[src/rtl/oflow_similarity_metric_responder_if.sv]
// Start/done handshake and feature-buffer read port between the score-calc
// initiator (plus its feature buffer) and the similarity-metric responder.
interface oflow_similarity_metric_responder_if #(
   parameter int FEAT_W  = 11,
   parameter int SCORE_W = 16,
   parameter int IDX_W   = 2
);
   logic               start_similarity_metric_0;
   logic               start_similarity_metric_1;
   logic               feat_rd_en;
   logic [IDX_W-1:0]   feat_rd_idx;
   logic [FEAT_W-1:0]  feat_cur;
   logic [FEAT_W-1:0]  feat_cand_0;
   logic [FEAT_W-1:0]  feat_cand_1;
   logic               busy;
   logic               done_similarity_metric;
   logic [SCORE_W-1:0] score_0;
   logic [SCORE_W-1:0] score_1;
   logic               score_1_valid;

   modport master (
      output start_similarity_metric_0, start_similarity_metric_1,
      output feat_cur, feat_cand_0, feat_cand_1,
      input  feat_rd_en, feat_rd_idx, busy, done_similarity_metric,
      input  score_0, score_1, score_1_valid
   );

   modport slave (
      input  start_similarity_metric_0, start_similarity_metric_1,
      input  feat_cur, feat_cand_0, feat_cand_1,
      output feat_rd_en, feat_rd_idx, busy, done_similarity_metric,
      output score_0, score_1, score_1_valid
   );
endinterface

[src/rtl/oflow_similarity_metric_responder.sv]
// Similarity-metric responder: on start, reads FEAT_NUM feature words and
// returns a saturating sum-of-absolute-differences score for one or two lanes.
//
// state | meaning
// IDLE  | waiting for start_similarity_metric_0
// READ  | issuing feature reads, accumulating the previous index's data
// LAST  | no read issued, accumulating the final returned words
// DONE  | done pulse, scores presented
module oflow_similarity_metric_responder #(
   parameter int FEAT_NUM = 4,
   parameter int FEAT_W   = 11,
   parameter int SCORE_W  = 16,
   parameter int IDX_W    = 2
) (
   input logic clk,
   input logic reset_N,
   oflow_similarity_metric_responder_if.slave sm
);

   localparam int SUM_W = ((SCORE_W > FEAT_W) ? SCORE_W : FEAT_W) + 1;
   localparam logic [SUM_W-1:0]   SAT_SUM   = SUM_W'({SCORE_W{1'b1}});
   localparam logic [IDX_W-1:0]   IDX_LAST  = IDX_W'(FEAT_NUM - 1);

   typedef enum logic [1:0] {
      S_IDLE = 2'd0,
      S_READ = 2'd1,
      S_LAST = 2'd2,
      S_DONE = 2'd3
   } state_t;

   state_t             state_q, state_d;
   logic [IDX_W-1:0]   idx_q, idx_d;
   logic               rd_vld_q;
   logic               lane1_en_q, lane1_en_d;
   logic [SCORE_W-1:0] acc0_q, acc0_d;
   logic [SCORE_W-1:0] acc1_q, acc1_d;
   logic [SCORE_W-1:0] score0_q, score0_d;
   logic [SCORE_W-1:0] score1_q, score1_d;
   logic               score1_vld_q, score1_vld_d;
   logic               rd_en;
   logic               done;

   function automatic logic [FEAT_W-1:0] abs_diff(input logic [FEAT_W-1:0] a,
                                                  input logic [FEAT_W-1:0] b);
      return (a > b) ? (a - b) : (b - a);
   endfunction

   // One extra bit of headroom exposes the overflow before it wraps.
   function automatic logic [SCORE_W-1:0] sat_add(input logic [SCORE_W-1:0] acc,
                                                 input logic [FEAT_W-1:0]  d);
      logic [SUM_W-1:0] s;
      s = SUM_W'(acc) + SUM_W'(d);
      return (s > SAT_SUM) ? {SCORE_W{1'b1}} : s[SCORE_W-1:0];
   endfunction

   always_ff @(posedge clk) begin
      if (!reset_N) begin
         state_q      <= S_IDLE;
         idx_q        <= '0;
         rd_vld_q     <= 1'b0;
         lane1_en_q   <= 1'b0;
         acc0_q       <= '0;
         acc1_q       <= '0;
         score0_q     <= '0;
         score1_q     <= '0;
         score1_vld_q <= 1'b0;
      end else begin
         state_q      <= state_d;
         idx_q        <= idx_d;
         rd_vld_q     <= rd_en;
         lane1_en_q   <= lane1_en_d;
         acc0_q       <= acc0_d;
         acc1_q       <= acc1_d;
         score0_q     <= score0_d;
         score1_q     <= score1_d;
         score1_vld_q <= score1_vld_d;
      end
   end

   always_comb begin
      state_d      = state_q;
      idx_d        = idx_q;
      lane1_en_d   = lane1_en_q;
      acc0_d       = acc0_q;
      acc1_d       = acc1_q;
      score0_d     = score0_q;
      score1_d     = score1_q;
      score1_vld_d = score1_vld_q;
      rd_en        = 1'b0;
      done         = 1'b0;

      // Data returned for a read issued last cycle is folded in here.
      if (rd_vld_q) begin
         acc0_d = sat_add(acc0_q, abs_diff(sm.feat_cur, sm.feat_cand_0));
         if (lane1_en_q) begin
            acc1_d = sat_add(acc1_q, abs_diff(sm.feat_cur, sm.feat_cand_1));
         end
      end

      unique case (state_q)
         S_IDLE: begin
            if (sm.start_similarity_metric_0) begin
               lane1_en_d   = sm.start_similarity_metric_1;
               acc0_d       = '0;
               acc1_d       = '0;
               idx_d        = '0;
               score0_d     = '0;
               score1_d     = '0;
               score1_vld_d = 1'b0;
               state_d      = S_READ;
            end
         end
         S_READ: begin
            rd_en = 1'b1;
            if (idx_q == IDX_LAST) begin
               idx_d   = '0;
               state_d = S_LAST;
            end else begin
               idx_d = idx_q + 1'b1;
            end
         end
         S_LAST: begin
            score0_d     = acc0_d;
            score1_d     = acc1_d;
            score1_vld_d = lane1_en_q;
            state_d      = S_DONE;
         end
         S_DONE: begin
            done    = 1'b1;
            state_d = S_IDLE;
         end
         default: state_d = S_IDLE;
      endcase
   end

   assign sm.feat_rd_en             = rd_en;
   assign sm.feat_rd_idx            = (state_q == S_READ) ? idx_q : '0;
   assign sm.busy                   = (state_q != S_IDLE);
   assign sm.done_similarity_metric = done;
   assign sm.score_0                = score0_q;
   assign sm.score_1                = score1_q;
   assign sm.score_1_valid          = score1_vld_q;

endmodule

[src/flat_wrapper.sv]
// flat-port wrapper written by rule: the top's interface ports become plain ports
module oflow_similarity_metric_responder_flat 
#(
   parameter int FEAT_NUM = 4,
   parameter int FEAT_W   = 11,
   parameter int SCORE_W  = 16,
   parameter int IDX_W    = 2
)
  (clk, reset_N, sm_start_similarity_metric_0, sm_start_similarity_metric_1, sm_feat_cur, sm_feat_cand_0, sm_feat_cand_1, sm_feat_rd_en, sm_feat_rd_idx, sm_busy, sm_done_similarity_metric, sm_score_0, sm_score_1, sm_score_1_valid);
  oflow_similarity_metric_responder_if #(.FEAT_W(FEAT_W), .SCORE_W(SCORE_W), .IDX_W(IDX_W)) sm_i ();
  input logic clk;
  input logic reset_N;
  input wire logic [$bits(sm_i.start_similarity_metric_0)-1:0] sm_start_similarity_metric_0;
  input wire logic [$bits(sm_i.start_similarity_metric_1)-1:0] sm_start_similarity_metric_1;
  input wire logic [$bits(sm_i.feat_cur)-1:0] sm_feat_cur;
  input wire logic [$bits(sm_i.feat_cand_0)-1:0] sm_feat_cand_0;
  input wire logic [$bits(sm_i.feat_cand_1)-1:0] sm_feat_cand_1;
  output wire logic [$bits(sm_i.feat_rd_en)-1:0] sm_feat_rd_en;
  output wire logic [$bits(sm_i.feat_rd_idx)-1:0] sm_feat_rd_idx;
  output wire logic [$bits(sm_i.busy)-1:0] sm_busy;
  output wire logic [$bits(sm_i.done_similarity_metric)-1:0] sm_done_similarity_metric;
  output wire logic [$bits(sm_i.score_0)-1:0] sm_score_0;
  output wire logic [$bits(sm_i.score_1)-1:0] sm_score_1;
  output wire logic [$bits(sm_i.score_1_valid)-1:0] sm_score_1_valid;
  assign sm_i.start_similarity_metric_0 = sm_start_similarity_metric_0;
  assign sm_i.start_similarity_metric_1 = sm_start_similarity_metric_1;
  assign sm_i.feat_cur = sm_feat_cur;
  assign sm_i.feat_cand_0 = sm_feat_cand_0;
  assign sm_i.feat_cand_1 = sm_feat_cand_1;
  assign sm_feat_rd_en = sm_i.feat_rd_en;
  assign sm_feat_rd_idx = sm_i.feat_rd_idx;
  assign sm_busy = sm_i.busy;
  assign sm_done_similarity_metric = sm_i.done_similarity_metric;
  assign sm_score_0 = sm_i.score_0;
  assign sm_score_1 = sm_i.score_1;
  assign sm_score_1_valid = sm_i.score_1_valid;
  oflow_similarity_metric_responder #(.FEAT_NUM(FEAT_NUM), .FEAT_W(FEAT_W), .SCORE_W(SCORE_W), .IDX_W(IDX_W)) u_core (.clk(clk), .reset_N(reset_N), .sm(sm_i));
endmodule
[config.mk]
export PLATFORM = sky130hd
export DESIGN_NAME = oflow_similarity_metric_responder_flat
export DESIGN_NICKNAME = d
export VERILOG_FILES = /design/src/rtl/oflow_similarity_metric_responder_if.sv /design/src/rtl/oflow_similarity_metric_responder.sv /design/src/flat_wrapper.sv
export SDC_FILE = /design/constraint.sdc
export NUM_CORES = 1
export LEC_CHECK = 0
export ABC_AREA = 1
export CAP_MARGIN = 20
export CORE_UTILIZATION = 62
export CTS_CLUSTER_DIAMETER = 200
export DETAILED_ROUTE_END_ITERATION = 8
export PLACE_DENSITY = 0.94
export SLEW_MARGIN = 20
export SYNTH_ARGS = -nofsm -noshare
export SYNTH_HDL_FRONTEND = slang
export SYNTH_SLANG_ARGS = --single-unit
[constraint.sdc]
create_clock -name clk -period 6.27 [get_ports clk]
set_clock_uncertainty 0.2 [all_clocks]
set_input_delay 0.9405 -clock clk [delete_from_list [all_inputs] [get_ports clk]]
set_output_delay 0.9405 -clock clk [all_outputs]
set_load 0.02 [all_outputs]
==> results of run 1 <==
-- cells in the final DEF (no fill, tap or decap), types with 3 or more instances in the layout --
cell,Yosys,final
nand2_1,362,361
inv_1,168,168
a21oi_1,89,89
clkdlybuf4s50_1,0,74
dfxtp_1,71,71
ha_1,70,70
nand3_1,59,59
nor2_1,57,56
xor2_1,33,33
o21ai_0,23,23
nand2_2,20,21
xnor2_1,13,13
o21ai_1,12,12
or2_2,10,10
nand4_1,9,9
inv_2,9,9
clkbuf_8,0,9
nor3_1,6,6
fa_1,6,6
a21o_1,5,5
a31oi_1,5,5
nand3_2,5,5
nor2_2,4,5
o21bai_1,4,4
a211oi_1,4,4
o21ai_2,4,4
a21oi_2,4,4
nand3b_1,3,3
-- worst min-delay path, cell delays in order (launching register included) --
cell and delay [ns]:
dfxtp_1 0.32, nand2_1 0.06, a21oi_1 0.05
-- metal layers --
layer  routed length [um]  up-vias  GRT usage  part of all wire
li1                     -     3554          -                 -
met2                 8226      292     0.5396              0.46
met5                    0        -          0                 0
met4                  637        0     0.1331             0.036
met1                 7705     3154     0.4028              0.43
met3                 1210       61    0.05593             0.068
-- area by class of cell --
type                            count  area [um^2]
Fill cell                         845         2753
Clock inverter                      5        35.03
Clock buffer                       10        127.6
Multi-Input combinational cell    820         4582
Sequential cell                    71         1421
Inverter                          177        664.4
Timing Repair Buffer               76        755.7
Tap cell                          136        170.2
-- power by group --
group          total, uW  internal (uW)  switching (uW)  leakage (uW)
Combinational        959            314             646       0.00330
Sequential           515            483            31.8      0.000574
Clock                319            142             177     0.0000825
Total               1790            939             855       0.00396
-- logic make-up (layout without fill, tap and decap cells) --
family / after synthesis / in the layout
xor+xnor: 46 / 46
buf+inv: 208 / 268
simple gates: 540 / 540
compound gates: 158 / 158
flops: 71 / 71
fa+ha+maj: 76 / 76
-- worst paths after layout --
| check | slack (ns) | end |
|---|---|---|
| worst max-delay path | 1.28 | u_core.sm.score_0[4]$_SDFFE_PN0P_ |
| worst min-delay path | 0.27 | u_core.sm.score_1_valid$_SDFFE_PN0P_ |
| worst max register to register | 3.16 | register |
| worst min register to register | 0.27 | u_core.sm.score_1_valid$_SDFFE_PN0P_ |
-- stage by stage --
stage          worst slack [ns]    util  instances
5_1_grt                  0.9385  0.7381       1295
2_1_floorplan             2.354       -       1099
3_3_place_gp              1.058  0.7223       1280
6_report                  1.279  0.7381       1295
4_1_cts                   1.342  0.7378       1295
3_5_place_dp             0.9818  0.7223       1280
==> metrics.md, run 1 <==
| Metric | Value |
|---|---|
| Setup bufs post-CTS | `0` |
| Root Driver | `clkbuf_8` |
| Placed Area | `7591 um^2` |
| Die height | `107.1 um` |
| GPL Wtd Cong | `0.9710` |
| Synth top area share | `0.2077` |
| # diodes | `0` |
| Worst hold slack | `around 0.27 ns` |
| Relative slew slack | `0.4304` |
| Drt pass-1 iters | `7` |
| Initial antenna violation count | `0` |
| Post-synth top area cell | `dfxtp_1` |
| Mux contribution to synthesized area | `0` |
| Most common cell on crit path | `nand2_1` |
| Worst Path Max Fanout | `13` |
| DR iter-0 viols | `469` |
| Post-Synth XOR/XNOR Area | `0.05887` |
| Worst path max stage delay | `0.58 ns` |
| Post-Synth Simple-Gate Area | `0.3327` |
| Mapped cell area | `approximately 6800 um^2` |
| Synth top cells by count | `nand2_1 (362), inv_1 (168), a21oi_1 (89)` |
| WS Path Type | `in2reg` |
| Slew Limit Fails | `0` |
| Synth Area in Adders | `0.1455` |
| Post-synth net total | `roughly 1200` |
| Max cap viols | `0` |
| Outcome | `finished clean` |
| Gr ovfl total | `0` |
| Setup Viol. Count Final | `0` |
| Largest net degree at the start of global routing | `around 50` |
| Reg2Reg Launch Point | `u_core.rd_vld_q$_SDFF_PN0_` |
| Total Die Area | `11460 um^2` |
| Sequential share of the synthesized area | `0.2077` |
| Fin area | `between 7000 and 8000 um^2` |
| CTS Hold Bufs | `0` |
| Synth warn | `0` |
| Critical path data arrival time | `5.00 ns` |
| Sink Count | `71` |
| Clk_lat worst skew | `0.34 ns` |
| Crit. path cell count | `23` |
| Min cycle time layout | `4.991 ns` |
| Clock Path Buffers | `2` |
| Top-count cell post-synth | `nand2_1` |
| Hold path depth | `2` |
| Syn avg cell area | `6.228 um^2` |
| EDFF count, synth | `0` |
| Worst Setup SP | `sm_feat_cand_0[1]` |
| Nets | `1268` |
| # port buffers | `between 70 and 80` |
| Hold path startpoint | `u_core.sm.score_1_valid$_SDFFE_PN0P_` |
| Sum Neg Setup Slack | `0 ns` |
| Final hold vios | `0` |
| Synthesized flop and latch total | `71` |
| Cell depth of the worst flop-to-flop path | `8` |
| Fraction of layout cells with a size suffix above 1 | `0.06730` |
| Vias per cell | `5.453` |
| Crit path capture type | `register` |
| H-Tree Depth | `3` |
| Final period util | `0.7961` |
| Cts repair resizes | `0` |
| Post-route DRC | `0` |
| CTS clk-pin slew, worst paths | `0.08 ns` |
| Number of global-route vias before repair | `6662` |
| Unrepaired setup endpoints after global routing | `false` |
| Gr usage total | `0.3205` |
| Vias | `7061` |
| Critical Path RT | `6.28 ns` |
| CP max-delay cell | `clkdlybuf4s50_1` |
| Routed WL per cell | `approximately 14 um` |
| Yosys cell types | `42` |
| Power density over the cells | `231.3 nW/um^2` |
| CTS Buf Count | `9` |
| CP cell instances | `clkdlybuf4s50_1 -> inv_1 -> ha_1 -> nand2_1 -> o21ai_1 -> nand3_1 -> o211ai_2 -> nand2_2 -> inv_2 -> nand2_1 -> nand2_1 -> inv_1 -> ha_1 -> a21oi_1 -> o21ai_1 -> inv_1 -> nand2_2 -> nand2_1 -> nand2_1 -> nor2_2 -> nand2_1 -> nand3_1 -> a21oi_1` |
| Area grow syn2layout | `13.33%` |
| Core ar. | `around 11000 um^2` |
| Combinational family with the most area after synthesis | `simple AND/OR/NAND/NOR gates` |
| Post-Syn Instances | `between 1000 and 1500` |
| P_leak | `0.003958 uW` |
| Bufs and invs on worst path | `5` |
| Post-synth ARST share | `0` |
| Ports | `75` |
| Main synth FF type | `dfxtp_1` |
| Tightest Pin Transition | `0.8523 ns` |
| Initial Utilization | `0.6513` |
| Routed Antenna Nets | `0` |
| Post-synthesis compound-gate area fraction | `0.1316` |
| Worst vdd ir | `208.3 uV` |
| Die Width | `107.1 um` |
| Final WL | `17780 um` |
| Total design power | `around 1800 uW` |
| Fmax | `200.3 MHz` |
| First-pass GRT wire length | `29730 um` |
| TritonCTS clock tree | `done` |
| Row count | `37` |
| HPWL after detailed placement | `13870 um` |
| Area contributors post-synth | `dfxtp_1 (21%), nand2_1 (20%), ha_1 (13%)` |
| CP top delay family | `simple AND/OR/NAND/NOR gates` |
| Min-Delay Path Class | `reg2reg` |
| Startpoint types | `input port` |
(Power assumes the default switching activity.)
==> inputs of run 2 (changes only) <==
--- a/config.mk
+++ b/config.mk
@@ -7,10 +7,10 @@
 export LEC_CHECK = 0
 export ABC_AREA = 1
 export CAP_MARGIN = 20
-export CORE_UTILIZATION = 62
+export CORE_UTILIZATION = 58
 export CTS_CLUSTER_DIAMETER = 200
 export DETAILED_ROUTE_END_ITERATION = 8
-export PLACE_DENSITY = 0.94
+export PLACE_DENSITY = 0.89
 export SLEW_MARGIN = 20
 export SYNTH_ARGS = -nofsm -noshare
 export SYNTH_HDL_FRONTEND = slang
==> constraint.sdc (replaced) <==
create_clock -name clk -period 4.82 [get_ports clk]
set_clock_uncertainty 0.2 [all_clocks]
set_input_delay 0.723 -clock clk [delete_from_list [all_inputs] [get_ports clk]]
set_output_delay 0.723 -clock clk [all_outputs]
set_load 0.02 [all_outputs]
==> run 2 against run 1 <==
  * Sequential share of layout area decreased by 0.52 points
  * Hold slack worse by 0.0047 ns
  * Wire length up 0.83%
  * Critical path depth is the same
  * Clock power is 110% higher
  * Non-clock buffer count is 9 higher
  * Final cell count rose by 1.3%
  * Flip-flop and latch count unchanged
==> metrics.md, run 2 (synthesized netlist as in run 1, its figures left out) <==
| Metric | Value |
|---|---|
| Relative slew slack | `0.4457` |
| Final WL | `17930 um` |
| CP cell instances | `clkdlybuf4s50_1 -> inv_1 -> ha_1 -> nand2_1 -> nor4b_1 -> nand4_1 -> nand2_4 -> nand2_1 -> o21ai_1 -> inv_1 -> fa_1 -> inv_1 -> nand3_1 -> nand2_2 -> nand3_2 -> nand2_2 -> nand2_1 -> nand2_1 -> nor2_2 -> buf_4 -> nand2_2 -> nand3_1 -> a21oi_1` |
| Clk network pwr share | `0.256` |
| # port buffers | `74` |
| Fraction of layout cells with a size suffix above 1 | `0.07528` |
| Routed Antenna Nets | `0` |
| Initial antenna violation count | `0` |
| DR iter-0 viols | `541` |
| Outcome | `finished clean` |
| CP max-delay cell | `clkdlybuf4s50_1` |
| Commonest cells after routing, fill and taps aside | `nand2_1 (362), inv_1 (168), a21oi_1 (89)` |
| Die height | `110.6 um` |
| Crit path capture type | `register` |
| Setup Viol. Count Final | `0` |
| Flop pwr share | `0.255` |
| CTS Buf Count | `9` |
| Row count | `39` |
| Final hold vios | `0` |
| H-Tree Depth | `3` |
| Min-Delay Path Class | `reg2reg` |
| Total design power | `about 2600 uW` |
| Slew Limit Fails | `0` |
| GPL Wtd Cong | `0.9350` |
| TritonCTS clock tree | `done` |
| Number of global-route vias before repair | `6851` |
| # diodes | `0` |
| Routed WL per cell | `13.66 um` |
| CTS clk-pin slew, worst paths | `0.06 ns` |
| Sum Neg Setup Slack | `0 ns` |
| Internal power | `1465 uW` |
| Largest net degree at the start of global routing | `51` |
| Total Die Area | `12240 um^2` |
| Tightest Pin Transition | `0.8294 ns` |
| Worst Path Max Fanout | `13` |
| Finished Core Util | `0.6960` |
| Root Driver | `clkbuf_16` |
| Min cycle time layout | `roughly 4.5 ns` |
| Power density over the cells | `329.6 nW/um^2` |
| Max cap viols | `0` |
| Place WS | `0.0004587 ns` |
| Clk_lat worst skew | `0.34 ns` |
| First-pass GRT wire length | `slightly above 30000 um` |
| Sw power | `about 1200 uW` |
| Nets | `1277` |
| Final period util | `0.9263` |
| P_leak | `0.004067 uW` |
| Area grow syn2layout | `16.62%` |
| Critical Path RT | `just under 5 ns` |
| Gr ovfl total | `0` |
| Sink Count | `71` |
| Fmax | `224.0 MHz` |
| WS Path Type | `in2reg` |
| Combinational share of power | `0.490` |
| Worst vdd ir | `372.9 uV` |
| Ports | `75` |
| HPWL after detailed placement | `13610 um` |
| Post-route DRC | `0` |
| Worst path max stage delay | `~0.50 ns` |
| Area of the multi-input gates | `4588 um^2` |
| Sequential Area | `1421 um^2` |
| Initial Utilization | `0.5968` |
| Gr usage total | `0.3013` |
| Sw Ratio | `0.4431` |
| Unrepaired setup endpoints after global routing | `false` |
| Vias | `7090` |
| Vias per cell | `5.404` |
| Most common cell on crit path | `nand2_1` |
| Commonest non-fill, non-tap cell in the layout | `nand2_1` |
| Clock Path Buffers | `2` |
| Drt pass-1 iters | `7` |
| CTS Hold Bufs | `0` |
| Worst setup margin | `0.3551 ns` |
| Core ar. | `11470 um^2` |
| Layout fillers | `967` |
| Startpoint types | `input port` |
| Die Width | `between 100 and 150 um` |
| Critical path data arrival time | `4.53 ns` |
[run 2: changes by cell type in the layout (fill, tap and decap cells not counted), sizes merged]
cell | before | now
buf | 2 | 11
bufinv | 0 | 1
clkinv | 3 | 2
inv | 178 | 179
[run 2: per-stage QoR]
stage	hold slack, ns	cell area, um^2	cells
after floorplan	0.2582	6844	1099
after global placement	0.2499	7660	1295
after detailed placement	0.2539	7675	1296
after CTS	0.2634	7973	1312
after global routing	0.2758	7981	1312
final	0.2622	7981	1312
[run 2: final timing paths]
kind                                                      endpoint                               start  depth (start not counted)  slack, ns
worst max-delay path             u_core.sm.score_0[6]$_SDFFE_PN0P_                   sm_feat_cand_0[6]                         23       0.36
worst min-delay path            u_core.sm.score_1[13]$_SDFFE_PN0P_  u_core.sm.score_1[13]$_SDFFE_PN0P_                          2       0.26
worst max register to register                            register          u_core.rd_vld_q$_SDFF_PN0_                          8       1.66
worst min register to register  u_core.sm.score_1[13]$_SDFFE_PN0P_  u_core.sm.score_1[13]$_SDFFE_PN0P_                          2       0.26
[run 2: repair_timing]
action | in CTS | in global routing
buffers inserted | 0 | 0
resized for setup | 0 | 2
setup endpoints to repair | 0 | 19
[run 2: power by group through the flow]
stage          logic, uW  clock network (uW)  registers (uW)
4_1_cts             1260                 670             669
3_3_place_gp        1210                   0             679
2_1_floorplan        934                   0             674
3_5_place_dp        1250                   0             681
5_1_grt             1430                 701             674
6_report            1290                 673             670
[run 2: critical path, delay by kind of cell]
kind	cells	cell delay, ns
adders and majority gates	2	0.86
and+or+nand+nor	14	1.68
buffers and inverters	5	0.94
AOI/OAI and AO/OA	2	0.32
[run 2: final cells by class]
class / instances / share of cell area
Clock inverter: 6 / 0.008622
Clock buffer: 10 / 0.02869
Inverter: 177 / 0.08324
Multi-Input combinational cell: 820 / 0.5749
Sequential cell: 71 / 0.1781
Tap cell: 143 / 0.02242
Timing Repair Buffer: 85 / 0.1041
[run 2: layer usage]
| metal | up-vias | wire length [um] | share of wire | track usage |
|---|---|---|---|---|
| met5 | - | 0 | 0 | 0 |
| met2 | 310 | 8625 | 0.48 | 0.5358 |
| met3 | 51 | 1178 | 0.066 | 0.04665 |
| met4 | 0 | 423 | 0.024 | 0.08889 |
| li1 | 3574 | - | - | - |
| met1 | 3155 | 7699 | 0.43 | 0.3729 |
==> RTL edit 1, RTL diff (settings of run 2) <==
The 4 states of `state_t` get a one-hot encoding in 4 bits.
--- a/src/rtl/oflow_similarity_metric_responder.sv
+++ b/src/rtl/oflow_similarity_metric_responder.sv
@@ -21,11 +21,11 @@
    localparam logic [SUM_W-1:0]   SAT_SUM   = SUM_W'({SCORE_W{1'b1}});
    localparam logic [IDX_W-1:0]   IDX_LAST  = IDX_W'(FEAT_NUM - 1);
 
-   typedef enum logic [1:0] {
-      S_IDLE = 2'd0,
-      S_READ = 2'd1,
-      S_LAST = 2'd2,
-      S_DONE = 2'd3
+   typedef enum logic [3:0] {
+      S_IDLE = 4'b0001,
+      S_READ = 4'b0010,
+      S_LAST = 4'b0100,
+      S_DONE = 4'b1000
    } state_t;
 
    state_t             state_q, state_d;
Function: no difference found for any inputs over 4 cycles, from zero or initial values and one cycle with reset_N low; so few cycles prove little.
==> RTL edit 1 against run 2 <==
  * Critical endpoint is now u_core.sm.score_0[5]$_SDFFE_PN0P_
  * Sequential power fell by 8.4%
  * Register-to-register slack improved by 450 ps
  * Area after synthesis rose by 0.24%
  * Critical path type unchanged
  * Synthesized cell count fell by 0.27%
  * Power fell by 24%
  * Cell area rose by 0.27%
  * Worst setup slack got worse by 22 ps
  * Routed wire length fell by 1.1%
  * Sequential cell count rose by 2
==> RTL edit 1: results (changes against run 2) <==
Final nets: 1,267 (was 1,277)
Register area share after synthesis: 0.213 (was 0.208)
Worst r2r path cells: 8 (unchanged)
Async set-reset flop share out of synthesis: 0 (unchanged)
Pin count of the biggest net entering global routing: 55 (was 51)
CP peak stage delay: 480 ps (was 500 ps)
GRT Overall Usage: 0.295 (was 0.301)
Slowest CP cell: clkdlybuf4s50_1 (unchanged)
Root buffer cell: clkbuf_16 (unchanged)
First-pass GRT wire length: 30.0 mm (was 30.8 mm)
Max VDD drop: 311 uV (was 373 uV)
Wire length per cell: 13.6 um (was 13.7 um)
Crit path max-delay family: simple AND/OR/NAND/NOR gates (unchanged)
Syn Area/Cell: 6.26 um^2 (was 6.23 um^2)
CTS Buf Count: 9 (unchanged)
Routed WL: 17.7 mm (was 17.9 mm)
Post-CTS resize count: 0 (unchanged)
Hold Path Sink: u_core.sm.score_1_valid$_SDFFE_PN0P_ (was u_core.sm.score_1[13]$_SDFFE_PN0P_)
Vias in the first global route: 6,672 (was 6,851)
Placer Congestion: 0.990 (was 0.935)
Status: finished, final reports clean (unchanged)
Drt first-iter violations: 492 (was 541)
Net count after synthesis: 1,205 (was 1,212)
Port Buffers: 74 (unchanged)
Reg-to-Reg Start: u_core.rd_vld_q$_SDFF_PN0_ (unchanged)
Placed instance count: 1,290 (was 1,296)
Distinct cells, synth: 44 (was 42)
Vias per cell: 5.39 (was 5.40)
Reg-to-reg slack, setup: 2110 ps (was 1660 ps)
Clk slew on worst S/H paths: 50 ps
Rel. slew slack: 0.282 (was 0.446)
Place WS: 22.0 ps (was 0.459 ps)
CP Max Fanout: 10 (was 13)
Initial antenna violation count: 0 (unchanged)
WP data arrival: 4460 ps (was 4530 ps)
Hpwl dp: 13.6 mm (about the same)
Top cell types by occurrence after synthesis: nand2_1, inv_1, a21oi_1, dfxtp_1, ha_1 (unchanged)
Proportion of layout cells with a drive suffix above 1: 0.0801 (was 0.0753)
Beginning of the worst hold path: u_core.sm.score_1_valid$_SDFFE_PN0P_ (was u_core.sm.score_1[13]$_SDFFE_PN0P_)
TritonRoute pass-1 iters: 5 (was 7)
Leak: 4.03 nW (was 4.07 nW)
Leading post-synthesis cells by cell area: dfxtp_1, nand2_1, ha_1 (unchanged)
Fillers: 955 (was 967)
Clock Latency Late Sink: 340 ps (about the same)
Yosys warns: 0 (unchanged)
Hold Crit Class: flip-flop to flip-flop (unchanged)
==> RTL edit 1: power by group <==
part / internal, W / switching [W]
Sequential: 0.000608 / 0.00000546
Clock: 0.000474 / 0.000248
Combinational: 0.000234 / 0.000424
==> RTL edit 1: worst register-to-register path: cells and delay by family (launching register included) <==
family | cells | cell delay [ps]
buffers and inverters | 3 | 480
DFF | 1 | 480
AOI/OAI and AO/OA | 1 | 60
and+or+nand+nor | 4 | 1320
==> RTL edit 1: per-layer routing <==
layer / wire, um / track usage
met1: 7490 / 0.354
met2: 8610 / 0.520
met5: 0 / 0
met4: 645 / 0.130
met3: 988 / 0.0405
==> RTL edit 1: how the worst max path moves through the flow <==
stage / from / endpoint / slack, ps / cells past startpoint
6_report: sm_feat_cand_0[3] / u_core.sm.score_0[5]$_SDFFE_PN0P_ / 330 / 23
3_3_place_gp: sm_feat_cand_1[2] / u_core.sm.score_1[1]$_SDFFE_PN0P_ / 8 / 24
5_1_grt: sm_feat_cand_1[4] / flip-flop / 20 / 25
4_1_cts: sm_feat_cand_1[2] / flip-flop / 320 / 24
3_5_place_dp: sm_feat_cand_1[2] / flip-flop / 20 / 24
2_1_floorplan: sm_feat_cand_1[6] / flip-flop / 1110 / 24
==> RTL edit 1: per-stage QoR <==
step            util  hold slack [ps]  cell area, um^2  power, W
4_1_cts        0.698              265             8000   0.00198
2_1_floorplan      -              247             6860   0.00111
3_3_place_gp   0.670              252             7680   0.00126
6_report       0.698              263             8000   0.00199
5_1_grt        0.698              286             8000   0.00210
3_5_place_dp   0.670              257             7680   0.00127
==> RTL edit 1: kinds of logic (layout without fill, tap and decap cells) <==
kind of cell / after synthesis / after routing / synth area share
AOI/OAI and AO/OA: 159 / 159 / 0.133
xor gates and xnor gates: 45 / 45 / 0.0575
adders and majority gates: 72 / 72 / 0.138
buffers and inverters: 209 / 274 / 0.123
DFF: 73 / 73 / 0.213
and+or+nand+nor: 538 / 538 / 0.335
==> RTL edit 1: layout make-up <==
| cell class | count | area, um^2 | share of cell area |
|---|---|---|---|
| flip-flops and latches | 73 | 1460 | 0.183 |
| multi-input cells | 814 | 4560 | 0.569 |
| well taps | 143 | 179 | 0.0224 |
| clock buffers | 11 | 253 | 0.0316 |
| repair buffers | 84 | 828 | 0.104 |
| clock inverters | 3 | 65.1 | 0.00813 |
| inverters | 176 | 661 | 0.0826 |
==> RTL edit 2, RTL diff (config.mk and constraints of run 2) <==
Without the edit above. `IDX_W` is set to 2 in 3 places; all go to 3.
--- a/src/rtl/oflow_similarity_metric_responder_if.sv
+++ b/src/rtl/oflow_similarity_metric_responder_if.sv
@@ -3,7 +3,7 @@
 interface oflow_similarity_metric_responder_if #(
    parameter int FEAT_W  = 11,
    parameter int SCORE_W = 16,
-   parameter int IDX_W   = 2
+   parameter int IDX_W   = 3
 );
    logic               start_similarity_metric_0;
    logic               start_similarity_metric_1;
--- a/src/rtl/oflow_similarity_metric_responder.sv
+++ b/src/rtl/oflow_similarity_metric_responder.sv
@@ -10,7 +10,7 @@
    parameter int FEAT_NUM = 4,
    parameter int FEAT_W   = 11,
    parameter int SCORE_W  = 16,
-   parameter int IDX_W    = 2
+   parameter int IDX_W    = 3
 ) (
    input logic clk,
    input logic reset_N,
--- a/src/flat_wrapper.sv
+++ b/src/flat_wrapper.sv
@@ -4,7 +4,7 @@
    parameter int FEAT_NUM = 4,
    parameter int FEAT_W   = 11,
    parameter int SCORE_W  = 16,
-   parameter int IDX_W    = 2
+   parameter int IDX_W    = 3
 )
   (clk, reset_N, sm_start_similarity_metric_0, sm_start_similarity_metric_1, sm_feat_cur, sm_feat_cand_0, sm_feat_cand_1, sm_feat_rd_en, sm_feat_rd_idx, sm_busy, sm_done_similarity_metric, sm_score_0, sm_score_1, sm_score_1_valid);
   oflow_similarity_metric_responder_if #(.FEAT_W(FEAT_W), .SCORE_W(SCORE_W), .IDX_W(IDX_W)) sm_i ();
Ports: changed (resized sm_feat_rd_idx); port bits go from 75 to 76. No check against the original RTL was run, so the function may have changed too.
==> RTL edit 2 against run 2 <==
  * Power decreased by 4.0%
  * Combinational power decreased by 10%
  * Worst setup slack improved by 30 ps
  * Cell area increased by 0.56%
  * Area after synthesis decreased by 0.33%
  * Critical path depth increased by 2
  * Register-to-register slack improved by 410 ps
  * Highest routed layer unchanged
  * Hold slack about the same
  * Routed wire length decreased by 4.0%
  * Global-route usage decreased by 1.6 points
  * Sequential cell count increased by 1
  * Die area decreased by 0.33%
  * Non-clock buffer count increased by 5
  * Count of clock-buffer cells in the layout increased by 1
==> RTL edit 2: results (changes against run 2) <==
Placer Congestion: 0.913 (was 0.935)
Pin count of the biggest net entering global routing: 53 (was 51)
Register area share after synthesis: 0.211 (was 0.208)
Post-synthesis xor/xnor area fraction: 0.0578 (was 0.0589)
Vias in the first global route: 6,464 (was 6,851)
TritonRoute pass-1 iters: 8 (was 7)
Routed WL: 17.2 mm (was 17.9 mm)
Leading post-synthesis cells by cell area: dfxtp_1, nand2_1, ha_1 (unchanged)
Worst-Margin Slew: 746 ps (was 829 ps)
Leak: 4.08 nW (was 4.07 nW)
Crit. Startpoint: sm_feat_cur[0] (was sm_feat_cand_0[6])
Grt met3 use: 0.0450 (was 0.0467)
First-pass GRT wire length: 29.4 mm (was 30.8 mm)
GR Layer Usage met2: 0.465 (was 0.536)
Drt first-iter violations: 548 (was 541)
Top cell types by occurrence after synthesis: nand2_1, inv_1, a21oi_1, dfxtp_1, ha_1 (unchanged)
Adder-cell share of the synthesized area: 0.146 (about the same)
Psw: 0.00105 W (was 0.00117 W)
Clock sinks: 72 (was 71)
Worst Path Required: 4820 ps (was 4880 ps)
Synth Area in Compound Gates: 0.134 (was 0.132)
Max VDD drop: 406 uV (was 373 uV)
Met3 Wirelength: 1.26 mm (was 1.18 mm)
Status: finished, final reports clean (unchanged)
Post-Syn Instances: 1,098 (was 1,099)
GRT Overall Usage: 0.285 (was 0.301)
Beginning of the worst hold path: u_core.sm.score_0[15]$_SDFFE_PN0P_ (was u_core.sm.score_1[13]$_SDFFE_PN0P_)
Net count after synthesis: 1,211 (was 1,212)
Met1 Usage GRT: 0.387 (was 0.373)
Via count: 7,003 (was 7,090)
Met1 Wirelength: 7.76 mm (was 7.70 mm)
Hpwl dp: 13.1 mm (was 13.6 mm)
## RTL edit 2: final timing paths
kind	slack (ps)	endpoint
min	260	u_core.sm.score_0[15]$_SDFFE_PN0P_
min reg2reg	260	u_core.sm.score_0[15]$_SDFFE_PN0P_
max reg2reg	2070	flip-flop
max	390	flip-flop
## RTL edit 2: power groups by stage
stage	clock network [W]	registers, W	logic, W
floorplan	0	0.000667	0.000816
global placement	0	0.000672	0.00107
detailed placement	0	0.000673	0.00109
CTS	0.000709	0.000661	0.00110
global route	0.000741	0.000667	0.00128
finish	0.000706	0.000664	0.00116
## RTL edit 2: critical path, cell delays in order
cell and delay (ps):
clkdlybuf4s50_1 470, inv_1 110, ha_1 190, inv_1 60
fa_1 390, nand3_1 100, nand2_1 80, a21boi_0 360
o21ai_0 190, xor2_1 160, nand2_1 70, nand2_1 60
inv_1 40, ha_1 330, nand2_1 120, inv_2 50
a21boi_2 180, nor2_2 70, a21oi_4 110, buf_4 180
nand2_1 70, nand2_1 100, nand2_1 70, nand2_1 70
a21oi_1 60
## RTL edit 2: cells by family (layout without fill, tap and decap cells)
kind of cell / after synthesis / in the layout
AOI/OAI and AO/OA: 161 / 161
xor gates and xnor gates: 45 / 45
adders and majority gates: 76 / 76
buffers and inverters: 212 / 286
DFF: 72 / 72
and+or+nand+nor: 532 / 532
## RTL edit 2: cell type report
class                   count  area (um^2)
multi-input cells         814         4530
fillers                   926         3390
flip-flops and latches     72         1440
repair buffers             90          883
inverters                 180          676
clock buffers              11          233
well taps                 143          179
clock inverters             5         81.3
## RTL edit 2: through the flow
stage	instance area [um^2]	worst slack (ps)
6_report	8030	385
5_1_grt	8030	48.3
4_1_cts	7990	421
3_5_place_dp	7680	103
3_3_place_gp	7680	172
2_1_floorplan	6820	1010
